$ cat src/rtl/alu_arbiter.sv
// Round-robin sharing of one combinational ALU between two requesters.
// Holds operands/strobe for ALU_LAT cycles, then returns the result to the winner.
module alu_arbiter #(
  parameter int ALU_LAT = 1
) (
  input  logic        clk,
  input  logic        rst_n,
  input  logic        req0_valid,
  output logic        req0_ready,
  input  logic [1:0]  req0_op,
  input  logic [31:0] req0_a,
  input  logic [31:0] req0_b,
  input  logic        req1_valid,
  output logic        req1_ready,
  input  logic [1:0]  req1_op,
  input  logic [31:0] req1_a,
  input  logic [31:0] req1_b,
  output logic        rsp0_valid,
  input  logic        rsp0_ready,
  output logic [31:0] rsp0_result,
  output logic        rsp0_z,
  output logic        rsp0_n,
  output logic        rsp1_valid,
  input  logic        rsp1_ready,
  output logic [31:0] rsp1_result,
  output logic        rsp1_z,
  output logic        rsp1_n,
  output logic [31:0] alu_a,
  output logic [31:0] alu_b,
  output logic        alu_add,
  output logic        alu_inc,
  output logic        alu_neg,
  output logic        alu_sub,
  input  logic [31:0] alu_out,
  input  logic        alu_z,
  input  logic        alu_n
);

  typedef enum logic [1:0] {
    IDLE,
    EXEC,
    RESP
  } state_t;

  localparam logic [3:0] CNT_LAST = 4'(ALU_LAT - 1);

  state_t      state;
  state_t      state_nx;
  logic        last_grant;
  logic        owner;
  logic [1:0]  op_q;
  logic [31:0] a_q;
  logic [31:0] b_q;
  logic [31:0] res_q;
  logic        z_q;
  logic        n_q;
  logic [3:0]  cnt;
  logic        pick1;
  logic        idle;
  logic        accept;
  logic        cnt_done;
  logic        rsp_fire;

  // Port 1 wins only when alone or when port 0 was served last.
  assign pick1 = req1_valid & (~req0_valid | ~last_grant);
  assign idle  = rst_n & (state == IDLE);

  assign req0_ready = idle & req0_valid & ~pick1;
  assign req1_ready = idle & pick1;
  assign accept     = req0_ready | req1_ready;

  assign cnt_done = (state == EXEC) & (cnt == CNT_LAST);
  assign rsp_fire = (state == RESP) &
                    (owner ? rsp1_ready : rsp0_ready);

  always_comb begin
    state_nx = state;
    unique case (state)
      IDLE: if (accept) state_nx = EXEC;
      EXEC: if (cnt_done) state_nx = RESP;
      RESP: if (rsp_fire) state_nx = IDLE;
      default: state_nx = IDLE;
    endcase
  end

  always_ff @(posedge clk or negedge rst_n) begin
    if (!rst_n) begin
      state      <= IDLE;
      cnt        <= '0;
      last_grant <= 1'b1;
      owner      <= 1'b0;
      op_q       <= '0;
      a_q        <= '0;
      b_q        <= '0;
    end else begin
      state <= state_nx;
      if (accept) begin
        cnt        <= '0;
        last_grant <= pick1;
        owner      <= pick1;
        op_q       <= pick1 ? req1_op : req0_op;
        a_q        <= pick1 ? req1_a : req0_a;
        b_q        <= pick1 ? req1_b : req0_b;
      end else if ((state == EXEC) && !cnt_done) begin
        cnt <= cnt + 4'd1;
      end
    end
  end

  always_ff @(posedge clk or negedge rst_n) begin
    if (!rst_n) begin
      res_q <= '0;
      z_q   <= 1'b0;
      n_q   <= 1'b0;
    end else if (cnt_done) begin
      res_q <= alu_out;
      z_q   <= alu_z;
      n_q   <= alu_n;
    end
  end

  assign alu_a = a_q;
  assign alu_b = b_q;

  always_comb begin
    alu_add = 1'b0;
    alu_sub = 1'b0;
    alu_inc = 1'b0;
    alu_neg = 1'b0;
    if (state == EXEC) begin
      unique case (op_q)
        2'b00: alu_add = 1'b1;
        2'b01: alu_sub = 1'b1;
        2'b10: alu_inc = 1'b1;
        2'b11: alu_neg = 1'b1;
        default: ;
      endcase
    end
  end

  assign rsp0_valid  = (state == RESP) & ~owner;
  assign rsp1_valid  = (state == RESP) & owner;
  assign rsp0_result = res_q;
  assign rsp1_result = res_q;
  assign rsp0_z      = z_q;
  assign rsp1_z      = z_q;
  assign rsp0_n      = n_q;
  assign rsp1_n      = n_q;

endmodule

$ cat config.mk
export PLATFORM = sky130hd
export DESIGN_NAME = alu_arbiter
export DESIGN_NICKNAME = d
export VERILOG_FILES = /design/src/rtl/alu_arbiter.sv
export SDC_FILE = /design/constraint.sdc
export NUM_CORES = 1
export LEC_CHECK = 0
export BUFFER_PORTS_ARGS = -buffer_cell sky130_fd_sc_hd__buf_4
export CORE_AREA = 2 2 123 125
export DETAILED_ROUTE_END_ITERATION = 12
export DIE_AREA = 0 0 125 127
export HOLD_SLACK_MARGIN = 0.06
export PLACE_DENSITY = 0.74
export SETUP_SLACK_MARGIN = 0.1
export SLEW_MARGIN = 30
export SYNTH_ARGS = -nofsm -noshare
export SYNTH_HDL_FRONTEND = slang
export SYNTH_SLANG_ARGS = --single-unit
$ cat constraint.sdc
create_clock -name clk -period 3.2 [get_ports clk]
set_input_delay 0 -clock clk [delete_from_list [all_inputs] [get_ports clk]]
set_output_delay 0 -clock clk [all_outputs]
set_load 0.01 [all_outputs]
==> metrics.yaml, run 1 <==
status:
  status: "aborted with a tool error"
  lastStage: "clock tree synthesis"
  first-error: "[ERROR RSZ-0060] Max buffer count reached."
logic_synthesis:
  synth_area_leader_cell: "dfrtp_1"
  synth.cell_area_um2: 5390
  async_flop_share_pct: 100
  ys_warn_count: 0
  ys_seq_area_share_pct: 50.2
  ys.flop_type: "dfrtp_1"
  syn_nets: 545
  synth_cell_type_count: 34
  synth.area.top_cells: "dfrtp_1 (50%), mux2_1 (18%), mux2_2 (10%)"
  synth_edf_count: 0
  synthCells: 371
  syn-mean-instance-area_um2: 14.5
  synth_seq_cells: 108
  synth_top_area_share_pct: 49.7
cts:
  cts_inserted_buffers: 9
  postCtsSetupBuffers: 0
  cts-root-buf: "clkbuf_16"
  cts_max_level: 3
  clockBufferDepth: 2
  hold_buffers: 167
  clock-sinks: 108
  ctsResizeCount: 0
placed_design:
  place.gp.congestion: 0.785
  placed_area_um2: 7600
  hpwl_um: 10600
  io_buffer_count: 311
  place_inst: 817
floorplan:
  rows: 44
  die_h_um: 127
  num_io_pins: 312
  die_width_um: 125
  start_util_pct: 37.4
cells by family after synthesis:
logic type | Yosys count | synth area share (%)
DFF | 108 | 50.2
muxes | 167 | 36.8
adders and majority gates | 2 | 0.464
buffers and inverters | 56 | 8.12
AOI/OAI and AO/OA | 14 | 1.53
and+or+nand+nor | 24 | 2.90
through the flow:
| stage | setup slack [ns] | hold slack, ns |
|---|---|---|
| floorplan | 1.60 | -0.296 |
| global placement | 1.17 | -0.0440 |
| detailed placement | 1.05 | -0.0364 |
Yosys cell counts, drive strengths merged (2+ instances only):
library cell / n
nand2: 3
nand3: 3
mux2: 166
dfrtp: 107
nor2: 3
a21oi: 6
inv: 3
o21ai: 4
buf: 53
nor3b: 4
ha: 2
==> inputs of run 2 (changes only) <==
- CORE_AREA: 2 2 123 125 -> default
- CORE_MARGIN: default -> 2
- CORE_UTILIZATION: default -> 40
- DIE_AREA: 0 0 125 127 -> default
- HOLD_SLACK_MARGIN: 0.06 -> default
- PLACE_DENSITY: 0.74 -> default
- PLACE_DENSITY_LB_ADDON: default -> 0.15
- SETUP_SLACK_MARGIN: 0.1 -> default
==> metrics.yaml, run 2 <==
status:
  status: "completed"
logic_synthesis:
  synthTopCellsByCount: "dfrtp_1 (107), mux2_1 (88), mux2_2 (50)"
  ys_seq_area_share_pct: 50.2  # unchanged
  synth_seq_cells: 108  # unchanged
  synthCells: 371  # unchanged
  syn-mean-instance-area_um2: 14.5  # unchanged
  synth_edf_count: 0  # unchanged
  synth.cell_area_um2: 5390  # unchanged
  ys_warn_count: 0  # unchanged
  async_flop_share_pct: 100  # unchanged
  synth.area.top_cells: "dfrtp_1 (50%), mux2_1 (18%), mux2_2 (10%)"
  synth_area_leader_cell: "dfrtp_1"
  ys.flop_type: "dfrtp_1"
  synth.most_common_cell: "dfrtp_1"
  synth_top_area_share_pct: 49.7  # unchanged
  syn_nets: 545  # unchanged
  synth_cell_type_count: 34  # unchanged
final_layout:
  final_layout_size_suffix_gt1_share_pct: 53.0
  postLayoutCoreUtil_pct: 70.2
  seqCellArea_um2: 2700
  final_cell_mix: "buf_4 (315), dlygate4sd3_1 (137), dfrtp_1 (107)"
  area_growth_pct: 71.8
  multi_input_area_um2: 2260
  fin_area_um2: 9260
  num_antenna_cells: 0
  fillers: 916
  final_nets: 956
  final_common_cell: "buf_4"
timing:
  period_share_pct: 77.2
  min_period_ns: 2.47
  fin_tns_setup_ns: 0
  hold_slack_ns: 0.0100
  skew_ns: 0.00976
  worstMarginPinSlew_ns: 0.798
  max_freq_mhz: 405
  final_hold_viol_count: 0
  drv_slew: 0
  relSlewSlack_pct: 46.6
  setup_ws_ns: 0.729
  setup_viol: 0
  rsz0062_at_grt: "false"
drt:
  met1_length_um: 5560
  wl_met3_um: 1370
  drc: 0
  drtIter0Drc: 105
  first_pass_iters: 4
  antenna_left: 0
  totalWireLength_um: 15900
  wl_per_cell_um: 16.5
  num_vias: 4536
  routed.top_layer: "met4"
  wl_met2_um: 8620
  vias_per_cell: 4.71
cts:
  clockBufferDepth: 2  # unchanged
  clkTransAtPathRegs_ns: 0.07
  insertion_delay_ns: 0.35
  cts-root-buf: "clkbuf_16"
  clock-sinks: 108  # unchanged
  cts_max_level: 3  # unchanged
  ctsResizeCount: 0  # unchanged
  cts_inserted_buffers: 9  # unchanged
  cts_tree: "yes"
floorplan:
  die_width_um: 120  # -3.9%
  rows: 42  # -4.5%
  core-area_um2: 13200
  num_io_pins: 312  # unchanged
  start_util_pct: 40.9  # +3.5 points
  die_area_um2: 14400
  die_h_um: 120  # -5.4%
setup_path:
  r2r.worst_path.cells: 5
  required_ns: 3.43
  r2r_end: "alu_b[19]$_DFFE_PN0P_"
  path_max_fanout: 44
  regToRegSetupSlack_ns: 0.73
  cp_top_family: "buffers and inverters"
  critPathLaunchType: "register"
  reg2reg_from: "last_grant$_DFFE_PN1P_"
  cp.arrival_ns: 2.70
  setup.worst_path.end_class: "register"
  worst-setup-path-type: "register to register"
  cpPeakStageDelay_ns: 0.55
  cp.buffers_inverters: 2
  crit_path_cell_trace: "a21boi_4, buf_4, mux2_2, dlygate4sd3_1, mux2_1"
  crit_slowest_cell: "dlygate4sd3_1"
placed_design:
  placed_area_um2: 7580  # -0.20%
  io_buffer_count: 311  # unchanged
  place.gp.congestion: 0.735  # -6.4%
  post-place-ws_ns: 1.01  # -0.0402 ns
  hpwl_um: 10600  # about the same
global_routing:
  grt_overflow: 0
  grt_max_degree: 62
  grt_pass1_wl_um: 25200
  grt_pass1_vias: 4992
  grt_use_total_pct: 22.4
  antenna_found_initial: 0
worst_hold_path:
  worstHoldStart: "req1_b[8]"
  whs_path_depth: 3
  min_path_type: "input port to register"
  holdPathEnd: "alu_b[8]$_DFFE_PN0P_"
power_and_ir_drop:
  total_leakage_power_nw: 4.40
  power.density_nw_per_um2: 782
  ir_drop_mv: 0.404
flow_run:
  cap_violations: 0
==> run 2: cell counts after synthesis <==
No cell type changed its count.
==> run 2: final cells by class <==
cell class	count	share of cell area, %
clock buffers	9	2.43
clock inverters	7	0.892
inverters	3	0.122
multi-input cells	207	24.4
flip-flops and latches	108	29.2
well taps	176	2.38
repair buffers	453	40.6
==> run 2: routing by layer <==
metal	track usage (%)	up-vias
met3	6.27	30
li1	-	2107
met5	0	-
met1	23.6	2191
met4	8.97	0
met2	41.5	208
==> run 2: power breakdown <==
group	leakage [nW]	switching (W)	internal, W	total, W
Combinational	2.98	0.00146	0.00213	0.00358
Sequential	1.28	0.000460	0.00205	0.00251
Clock	0.151	0.000526	0.000620	0.00115
==> run 2: cells by family (layout without fill, tap and decap cells) <==
family / count (synthesis) / count (layout) / share of synthesized area, %
adder cells (fa/ha/maj): 2 / 2 / 0.464
AND/OR/NAND/NOR: 24 / 24 / 2.90
AO/OA/AOI/OAI: 14 / 14 / 1.53
flip-flops: 108 / 108 / 50.2
multiplexers: 167 / 167 / 36.8
buffers and inverters: 56 / 472 / 8.12
==> run 2: worst min-delay path: stages <==
cell	delay [ns]
buf_4	0.08
mux2_4	0.12
mux2_4	0.13
==> run 2: what timing repair did <==
item,in CTS,in global routing
setup buffers,0,0
hold endpoints to repair,138,1
hold buffers,136,1
==> run 2: worst max path at each step <==
stage                                       from                           to  slack [ns]  cells past startpoint
after CTS                 last_grant$_DFFE_PN1P_        alu_b[24]$_DFFE_PN0P_        0.72                      5
after global placement        cnt[0]$_DFFE_PN0P_  rsp0_result[18]$_DFFE_PN0P_        1.18                      5
after global routing      last_grant$_DFFE_PN1P_        alu_b[19]$_DFFE_PN0P_        0.62                      5
after detailed placement      cnt[0]$_DFFE_PN0P_  rsp0_result[11]$_DFFE_PN0P_        1.01                      5
after floorplan               cnt[0]$_DFFE_PN0P_  rsp0_result[10]$_DFFE_PN0P_        1.60                      6
final                     last_grant$_DFFE_PN1P_        alu_b[19]$_DFFE_PN0P_        0.73                      5
==> run 2: stage by stage <==
step / total power, W / instances
after floorplan: 0.00436 / 371
after global placement: 0.00582 / 810
after detailed placement: 0.00589 / 810
after CTS: 0.00728 / 962
after global routing: 0.00768 / 963
final: 0.00724 / 963
Power figures use the tool's default switching activity.
